[config.mk]
export PLATFORM = sky130hd
export DESIGN_NAME = instruction_fetch_unit
export DESIGN_NICKNAME = d
export VERILOG_FILES = /design/src/rtl/instruction_fetch_unit_pkg.sv /design/src/rtl/instruction_fetch_unit_next_pc.sv /design/src/rtl/instruction_fetch_unit.sv
export SDC_FILE = /design/constraint.sdc
export NUM_CORES = 1
export LEC_CHECK = 0
export BUFFER_PORTS_ARGS = -buffer_cell sky130_fd_sc_hd__clkbuf_2
export CORE_MARGIN = 3
export CORE_UTILIZATION = 52
export CTS_CLUSTER_DIAMETER = 60
export DETAILED_ROUTE_END_ITERATION = 7
export PLACE_DENSITY = 0.86
export SYNTH_ARGS = -nofsm -noshare
export SYNTH_HDL_FRONTEND = slang
export SYNTH_SLANG_ARGS = --single-unit
export TNS_END_PERCENT = 50
[constraint.sdc]
create_clock -name CLK -period 4.8 [get_ports CLK]
set_input_delay 0.24 -clock CLK [delete_from_list [all_inputs] [get_ports CLK]]
set_output_delay 0.24 -clock CLK [all_outputs]
set_load 0.1 [all_outputs]
[src/rtl/instruction_fetch_unit_pkg.sv]
// instruction_fetch_unit_pkg: shared state encoding, reset PC and instruction field positions
package instruction_fetch_unit_pkg;
    typedef enum logic [1:0] {
        IDLE  = 2'b00,
        FETCH = 2'b01,
        HOLD  = 2'b10
    } fetchState_t;

    localparam logic [31:0] DEFAULT_RESET_PC = 32'h0000_0000;

    localparam int OPCODE_MSB = 31;
    localparam int OPCODE_LSB = 26;
    localparam int FUNCT_MSB  = 5;
    localparam int FUNCT_LSB  = 0;
    localparam int IMM_MSB    = 15;
    localparam int IMM_LSB    = 0;
    localparam int TARGET_MSB = 25;
    localparam int TARGET_LSB = 0;

    function automatic logic [31:0] branchOffset(input logic [15:0] imm);
        return {{14{imm[15]}}, imm, 2'b00};
    endfunction
endpackage

[src/rtl/instruction_fetch_unit_next_pc.sv]
// NextPCLogic: combinational next-PC selection (jump, taken branch, or sequential)
module NextPCLogic
    import instruction_fetch_unit_pkg::*;
(
    input  logic [31:0] PC,
    input  logic [31:0] Instruction,
    input  logic        Branch,
    input  logic        Jump,
    input  logic        ALUZero,
    output logic [31:0] NextPC
);
    logic [31:0] pcPlus4;
    logic        unusedOpcode;
    assign pcPlus4      = PC + 32'd4;
    assign unusedOpcode = ^Instruction[OPCODE_MSB:OPCODE_LSB];
    // Jump outranks a taken branch
    always_comb NextPC = Jump ? {pcPlus4[31:28], Instruction[TARGET_MSB:TARGET_LSB], 2'b00}
                       : (Branch && ALUZero) ? pcPlus4 + branchOffset(Instruction[IMM_MSB:IMM_LSB])
                       : pcPlus4;
endmodule

[src/rtl/instruction_fetch_unit.sv]
// instruction_fetch_unit: MIPS fetch stage owning PC, instruction register and the imem handshake
module instruction_fetch_unit
    import instruction_fetch_unit_pkg::*;
#(
    parameter logic [31:0] RESET_PC = DEFAULT_RESET_PC
)(
    input  logic        CLK,
    input  logic        Reset,
    output logic        IMemReq,
    output logic [31:0] IMemAddr,
    input  logic        IMemReady,
    input  logic [31:0] IMemData,
    output logic        InstrValid,
    input  logic        InstrAccept,
    input  logic        Branch,
    input  logic        Jump,
    input  logic        ALUZero,
    output logic [31:0] Instruction,
    output logic [5:0]  Opcode,
    output logic [5:0]  Funct,
    output logic [31:0] PC,
    output logic [31:0] PCPlus4,
    output logic [31:0] InstrCount
);
    fetchState_t state;
    logic [31:0] nextPC;

    NextPCLogic nextPCLogic (
        .PC(PC),
        .Instruction(Instruction),
        .Branch(Branch),
        .Jump(Jump),
        .ALUZero(ALUZero),
        .NextPC(nextPC)
    );

    assign IMemAddr = PC;
    assign PCPlus4  = PC + 32'd4;
    assign Opcode   = Instruction[OPCODE_MSB:OPCODE_LSB];
    assign Funct    = Instruction[FUNCT_MSB:FUNCT_LSB];

    // Handshake outputs are registered alongside the state so no input reaches them combinationally
    always_ff @(posedge CLK) begin
        if (Reset) begin
            state       <= IDLE;
            IMemReq     <= 1'b0;
            InstrValid  <= 1'b0;
            PC          <= RESET_PC;
            Instruction <= '0;
            InstrCount  <= '0;
        end else begin
            case (state)
                IDLE: begin
                    state   <= FETCH;
                    IMemReq <= 1'b1;
                end
                FETCH: if (IMemReady) begin
                    state       <= HOLD;
                    IMemReq     <= 1'b0;
                    InstrValid  <= 1'b1;
                    Instruction <= IMemData;
                end
                HOLD: if (InstrAccept) begin
                    state      <= FETCH;
                    IMemReq    <= 1'b1;
                    InstrValid <= 1'b0;
                    PC         <= nextPC;
                    InstrCount <= InstrCount + 32'd1;
                end
                default: begin
                    state      <= IDLE;
                    IMemReq    <= 1'b0;
                    InstrValid <= 1'b0;
                end
            endcase
        end
    end
endmodule

# ---- After elaboration in Yosys (flattened, before gate mapping)
# Cells that the tools add are included.
dict set report totals {
  reg_bits 100
  inputBits 39
  out_inout_bits 174
  elab_cells 31
}
dict set report op_classes {
  n_addsub 3
  n_eq_ne 4
  muxes 11
  bitwise_logic 1
  reduce_logical 6
}
# operator count
set ops {}
lappend ops {{$mux 32} 2}
lappend ops {{$add 32x1->32 const B} 1}
lappend ops {{$add 32x3->32 const B} 1}
lappend ops {{$add 32x32->32} 1}
lappend ops {{$pmux 1 s3} 2}
lappend ops {{$pmux 2 s3} 1}
lappend ops {{$reduce_and 2->1} 3}
lappend ops {{$mux 1} 4}
lappend ops {{$mux 2} 2}
lappend ops {{$ne 2x2->1 const B} 2}
lappend ops {{$reduce_and 3->1} 1}
lappend ops {{$eq 2x1->1 const B} 1}
lappend ops {{$eq 2x2->1 const B} 1}
lappend ops {{$logic_not 2->1} 1}
lappend ops {{$logic_and 1x1->1} 1}
lappend ops {{$not 1->1} 1}

# ---- Logic depth before layout (Yosys ltp)
dict set report logic_depth {
  word_depth 4
  ltp_mapped 17
  mapped_depth_nobuf 16
}

# ---- Cells and area by module
# From an unflattened synthesis, not the netlist that was laid out.
dict set report hier_totals {
  hier_cells 1018
  area_unflattened_um2 7543.5
}
# mod n_inst cells_per_inst area_per_inst_um2 seq_area_each_um2
set modules_own_cells {}
lappend modules_own_cells {instruction_fetch_unit 1 608 4750.8 1981.9}
lappend modules_own_cells {NextPCLogic 1 410 2792.7 0.0}

# ---- Worst setup path before layout
# OpenSTA, ideal clock, no wires.
dict set report synth_timing {
  path_type {register -> register}
  from {reg PC[7] (netlist: IMemAddr[7])}
  to {reg PC[27] (netlist: IMemAddr[27])}
  setup_ns 0.125
  arrival_time_ns 5.966
  t_required_ns 4.675
  slack_ns -1.291
  path_stages_with_launch 17
  path_cell_list {dfxtp_1 > nand3_1 > or3_1 > nor2_1 > nand3_1 > xnor2_1 > ha_1 > clkbuf_1 > a21o_1 > a21oi_1 > a21oi_1 > or3_1 > o221ai_1 > a21boi_0 > or3_1 > a21oi_1 > o21ai_0}
}
dict set report synth_via {
  elab_chain_len 4
}
# item line_no
set synth_rtl {}
lappend synth_rtl {{start: declaration} instruction_fetch_unit.sv:21} ;# output logic [31:0] PC,
lappend synth_rtl {{start signal: assignment} instruction_fetch_unit.sv:67} ;# PC <= nextPC;
lappend synth_rtl {{$add 32x3->32} -}
lappend synth_rtl {{net PCPlus4[14]} instruction_fetch_unit.sv:22} ;# output logic [31:0] PCPlus4,
lappend synth_rtl {{$add 32x32->32} instruction_fetch_unit_next_pc.sv:18} ;# : (Branch && ALUZero) ? pcPlus4 + branchOffset(Instruction[IMM_MSB:IMM_LSB])
lappend synth_rtl {{$mux 32} instruction_fetch_unit_next_pc.sv:18}
lappend synth_rtl {{$mux 32} instruction_fetch_unit_next_pc.sv:17} ;# always_comb NextPC = Jump ? {pcPlus4[31:28], Instruction[TARGET_MSB:TARGET_LSB], 2'b00}
# The timed path passes the listed nets, and every way through them passes these cells.
# A chain may end at the register's enable or synchronous reset.

# ---- Final worst setup path
dict set report layout_timing {
  from {reg PC[14] (netlist: IMemAddr[14])}
  to {reg PC[31] (netlist: IMemAddr[31])}
}
dict set report layout_via {
  elab_chain_len 4
}
# item line_no
set layout_rtl {}
lappend layout_rtl {{$add 32x3->32 (*)} instruction_fetch_unit_next_pc.sv:14} ;# assign pcPlus4 = PC + 32'd4;
lappend layout_rtl {{$add 32x32->32} instruction_fetch_unit_next_pc.sv:18}
lappend layout_rtl {{$mux 32} instruction_fetch_unit_next_pc.sv:18}
lappend layout_rtl {{$mux 32 (*)} instruction_fetch_unit_next_pc.sv:17}
# Mark *: on every way between the ends. The rest lies on a longest branch, timed or not.

==> summary.log <==
[route] First-pass DRT Iterations 7
[timing] Final Critical Period 4.12 ns
[hold_path] worst hold start IMemData[1]
[power] Static Leak 3.68 nW
[floorplan] number of placement rows 40
[synth] sequential share of the synthesized area 0.291
[synth] register bit count reported by yosys 97
[clocking] Post CTS Setup Buffer Count 0
[timing] smallest setup slack after layout 0.682 ns
[finish] Layout Cell Area excl Fill 0.00816 sq mm
[grt] global-route wire length before repair 33200 um
[floorplan] initial standard-cell utilization of the core 0.544
[timing] slew at the pin with the worst max-slew slack 1.01 ns
[floorplan] number of I/O pins 213
[synth] Yosys Warn Count 0
[synth] Post-Synthesis Cells 886
[route] final wirelength 20900 um
[floorplan] Std-Cell Core Area 0.0123 sq mm
[power] total design power 2.15 mW
[finish] count of non-filler cells in the finished layout 1202
[floorplan] Die Wd 119 um
[synth] Synth Area in Compound Gates 0.215
[clocking] number of buffers inserted during clock tree synthesis 9
[worst_setup_path] register-to-register setup slack 0.68 ns
[worst_setup_path] worst flop-to-flop path startpoint IMemAddr[14]
[hold_path] worst hold path type input port to flop
[clocking] root buffer selected by CTS sky130_fd_sc_hd__clkbuf_16
[job] maximum capacitance violations 0
[clocking] # H-tree levels 3
[synth] unique cell type count in the Yosys netlist 59
[clocking] TritonCTS clock tree built
[clocking] Clk pin slew, worst setup/hold paths 0.08 ns
[timing] hold slack 0.0870 ns
[grt] Total GRT Usage 0.287
[clocking] number of buffers inserted by hold repair at cts 0
[floorplan] floorplan die area 0.0142 sq mm
[route] number of DRC violations after detailed-routing iteration 0 416
[placed_design] placed inst area 0.00784 sq mm
[worst_setup_path] endpoint type of the worst setup path flop
[worst_setup_path] Startpoint Class flop
[hold_path] count of cells along the worst hold path 3
[synth] fraction of synthesis flops using an asynchronous set or reset pin 0
[hold_path] worst hold endpoint Instruction[1]
[route] per-cell routed wire length 17.3 um
[timing] number of pins exceeding their max-slew limit in the final report 0
[synth] simple-gate share of the synthesized area 0.233
[worst_setup_path] CP required 5.04 ns
[clocking] clock tree sinks 97
[placed_design] count of placed standard cells including taps 1186
[synth] most instantiated flip-flop cell in the synthesis netlist sky130_fd_sc_hd__dfxtp_1
[worst_setup_path] maximum net fanout on the critical path 7
[timing] total negative setup slack 0 ns
[synth] Synth Area in Adders 0.0724
[placed_design] placer congestion estimate 0.998
[timing] worst clock skew on the final layout 0.0105 ns
[finish] diodes inserted 0
[grt] maximum number of pins on one net before global-route repair 50
[synth] post-synthesis instance area 0.00667 sq mm
[synth] mux contribution to synthesized area 0.00450
[timing] tightest slew margin relative to the limit 0.325
[route] vias per inst 5.78
[route] Detail Route Antenna Nets 0
[power] peak supply drop 0.290 mV
[synth] largest family of logic cells by synthesized area simple AND/OR/NAND/NOR gates
[route] Remaining DRCs 0
[finish] synth-to-layout area growth 22.3%
[placed_design] half-perimeter wire length of the detailed placement result 15300 um
[placed_design] Setup WS pre-CTS 0.757 ns
[floorplan] die height 119 um
[placed_design] total of buffers placed on input and output ports 206
[timing] maximum clock frequency 0.243 GHz
[outcome] run status complete, no violations
[finish] NumNets Final 1106
[worst_setup_path] Crit Reg-Reg Endpoint IMemAddr[31]
[timing] final critical-path share of the clock period 0.858
[grt] number of antenna violations at the first check in global routing 0
[finish] layout cells sized above 1 0.272
[power] PD cells 263 mW/mm^2
[grt] overflow left after global routing 0
[worst_setup_path] FF-to-FF path depth 15
[timing] unrepaired setup endpoints after global routing false
[worst_setup_path] Worst Path Arrival 4.36 ns
[timing] final number of hold-violating endpoints 0
[synth] number of synthesized flops with an enable pin 0
[clocking] largest buffer count on any clock path 2
[grt] number of global-route vias before repair 6469
[timing] number of setup violations in the final report 0
[worst_setup_path] Worst Path Class, Setup flop to flop
[finish] fin util 0.666
[synth] Mean Syn Cell Area 7.53 sq um
[route] Vias 6943
[clocking] cts repair resizes 0
[synth] fraction of synthesized cell area in xor and xnor cells 0.0984
[clocking] worst-skew pair later-pin latency 0.37 ns
[worst max-delay path, cell delays in order, from the launching register on]
cell and delay (ns):
sky130_fd_sc_hd__dfxtp_2 0.43, sky130_fd_sc_hd__and4_1 0.32, sky130_fd_sc_hd__and4_1 0.25, sky130_fd_sc_hd__nand3_1 0.12, sky130_fd_sc_hd__or3_1 0.47, sky130_fd_sc_hd__nor2b_1 0.28
sky130_fd_sc_hd__nand2_1 0.18, sky130_fd_sc_hd__xnor2_4 0.19, sky130_fd_sc_hd__ha_1 0.37, sky130_fd_sc_hd__a21o_1 0.18, sky130_fd_sc_hd__a21oi_1 0.29, sky130_fd_sc_hd__nor2_1 0.09
sky130_fd_sc_hd__a2111oi_0 0.34, sky130_fd_sc_hd__and3_1 0.27, sky130_fd_sc_hd__a21oi_1 0.05, sky130_fd_sc_hd__nand4b_1 0.16
[worst max-delay path by stage]
stage,start,endpoint,slack (ns),cells after the start
CTS,IMemAddr[14],IMemAddr[31],0.71,15
finish,IMemAddr[14],IMemAddr[31],0.68,15
global route,IMemAddr[2],IMemAddr[27],0.35,15
global placement,IMemAddr[9],IMemAddr[27],0.86,15
detailed placement,IMemAddr[9],IMemAddr[29],0.76,15
floorplan,IMemAddr[5],IMemAddr[27],-0.04,15
[final cells by class]
type / instances / area, sq um
clock buffer: 9 / 225
clock inverter: 7 / 97.6
fill: 1045 / 4100
inverter: 19 / 71.3
multi-input combinational: 691 / 4530
sequential: 97 / 1960
tap: 168 / 210
timing repair buffer: 211 / 1070
[synthesized netlist by cell type (2+ instances only)]
cell type	instances	area (sq um)
sky130_fd_sc_hd__a2111oi_0	2	17.5
sky130_fd_sc_hd__a211o_1	4	35.0
sky130_fd_sc_hd__a211oi_1	9	67.6
sky130_fd_sc_hd__a21boi_0	3	22.5
sky130_fd_sc_hd__a21o_1	14	105
sky130_fd_sc_hd__a21oi_1	100	500
sky130_fd_sc_hd__a311o_1	2	20.0
sky130_fd_sc_hd__a31oi_1	5	31.3
sky130_fd_sc_hd__and2_1	6	37.5
sky130_fd_sc_hd__and3_1	11	68.8
sky130_fd_sc_hd__and4_1	5	43.8
sky130_fd_sc_hd__buf_1	4	15.0
sky130_fd_sc_hd__buf_4	48	360
sky130_fd_sc_hd__clkbuf_1	32	120
sky130_fd_sc_hd__dfxtp_1	97	1940
sky130_fd_sc_hd__ha_1	37	463
sky130_fd_sc_hd__inv_1	19	71.3
sky130_fd_sc_hd__mux2i_1	3	30.0
sky130_fd_sc_hd__nand2_1	143	537
sky130_fd_sc_hd__nand2b_1	3	18.8
sky130_fd_sc_hd__nand3_1	28	140
sky130_fd_sc_hd__nand3b_1	2	15.0
sky130_fd_sc_hd__nand4_1	17	106
sky130_fd_sc_hd__nand4b_1	2	17.5
sky130_fd_sc_hd__nor2_1	78	293
sky130_fd_sc_hd__nor2b_1	5	31.3
sky130_fd_sc_hd__nor3_1	11	55.1
sky130_fd_sc_hd__nor4_1	2	12.5
sky130_fd_sc_hd__o211ai_1	25	188
sky130_fd_sc_hd__o21a_1	6	45.0
sky130_fd_sc_hd__o21ai_0	33	165
sky130_fd_sc_hd__o21bai_1	6	45.0
sky130_fd_sc_hd__o221ai_1	5	43.8
sky130_fd_sc_hd__o22ai_1	3	18.8
sky130_fd_sc_hd__o31a_1	2	17.5
sky130_fd_sc_hd__or2_2	6	37.5
sky130_fd_sc_hd__or3_1	13	81.3
sky130_fd_sc_hd__xnor2_1	35	307
sky130_fd_sc_hd__xor2_1	40	350
[per-layer routing]
layer  track usage  wire length (um)  up-vias  part of all wire
li1              -                 -     3352                 -
met1         0.364              8510     3256              0.41
met2         0.478             10000      292              0.48
met3        0.0712              1860       43             0.089
met4        0.0938               440        0             0.021
met5             0                 0        -                 0
[cells by family (layout without fill, tap and decap cells)]
family | Yosys count | in the layout
flops | 97 | 97
xor+xnor | 75 | 75
fa+ha+maj | 38 | 38
buf+inv | 103 | 246
mux | 3 | 3
other cells | 1 | 6
compound gates | 232 | 232
simple gates | 337 | 337
[where the power goes]
| part | switching [mW] | leakage (nW) | internal [mW] | total, mW |
|---|---|---|---|---|
| Sequential | 0.0283 | 0.794 | 0.825 | 0.853 |
| Combinational | 0.407 | 2.73 | 0.0867 | 0.494 |
| Clock | 0.379 | 0.159 | 0.423 | 0.802 |
| Total | 0.814 | 3.68 | 1.33 | 2.15 |
[registers in the layout, summed over array words and instances (netlist names)]
register and cells:
InstrCount 32, Instruction 32, IMemAddr 30, state 2, InstrValid 1
[cells in the final DEF (no fill, tap or decap), types with 8 or more instances in the layout]
cell type	n
sky130_fd_sc_hd__clkbuf_2	205
sky130_fd_sc_hd__nand2_1	143
sky130_fd_sc_hd__a21oi_1	100
sky130_fd_sc_hd__dfxtp_1	81
sky130_fd_sc_hd__nor2_1	77
sky130_fd_sc_hd__ha_1	37
sky130_fd_sc_hd__o21ai_0	33
sky130_fd_sc_hd__xor2_1	31
sky130_fd_sc_hd__nand3_1	28
sky130_fd_sc_hd__o211ai_1	25
sky130_fd_sc_hd__inv_1	19
sky130_fd_sc_hd__xnor2_1	18
sky130_fd_sc_hd__nand4_1	17
sky130_fd_sc_hd__dfxtp_2	16
sky130_fd_sc_hd__a21o_1	14
sky130_fd_sc_hd__or3_1	13
sky130_fd_sc_hd__and3_1	11
sky130_fd_sc_hd__nor3_1	11
sky130_fd_sc_hd__xnor2_4	9
sky130_fd_sc_hd__a211oi_1	9
sky130_fd_sc_hd__clkbuf_16	9
sky130_fd_sc_hd__xnor2_2	8
No activity file was read; power rests on OpenSTA's default activity.
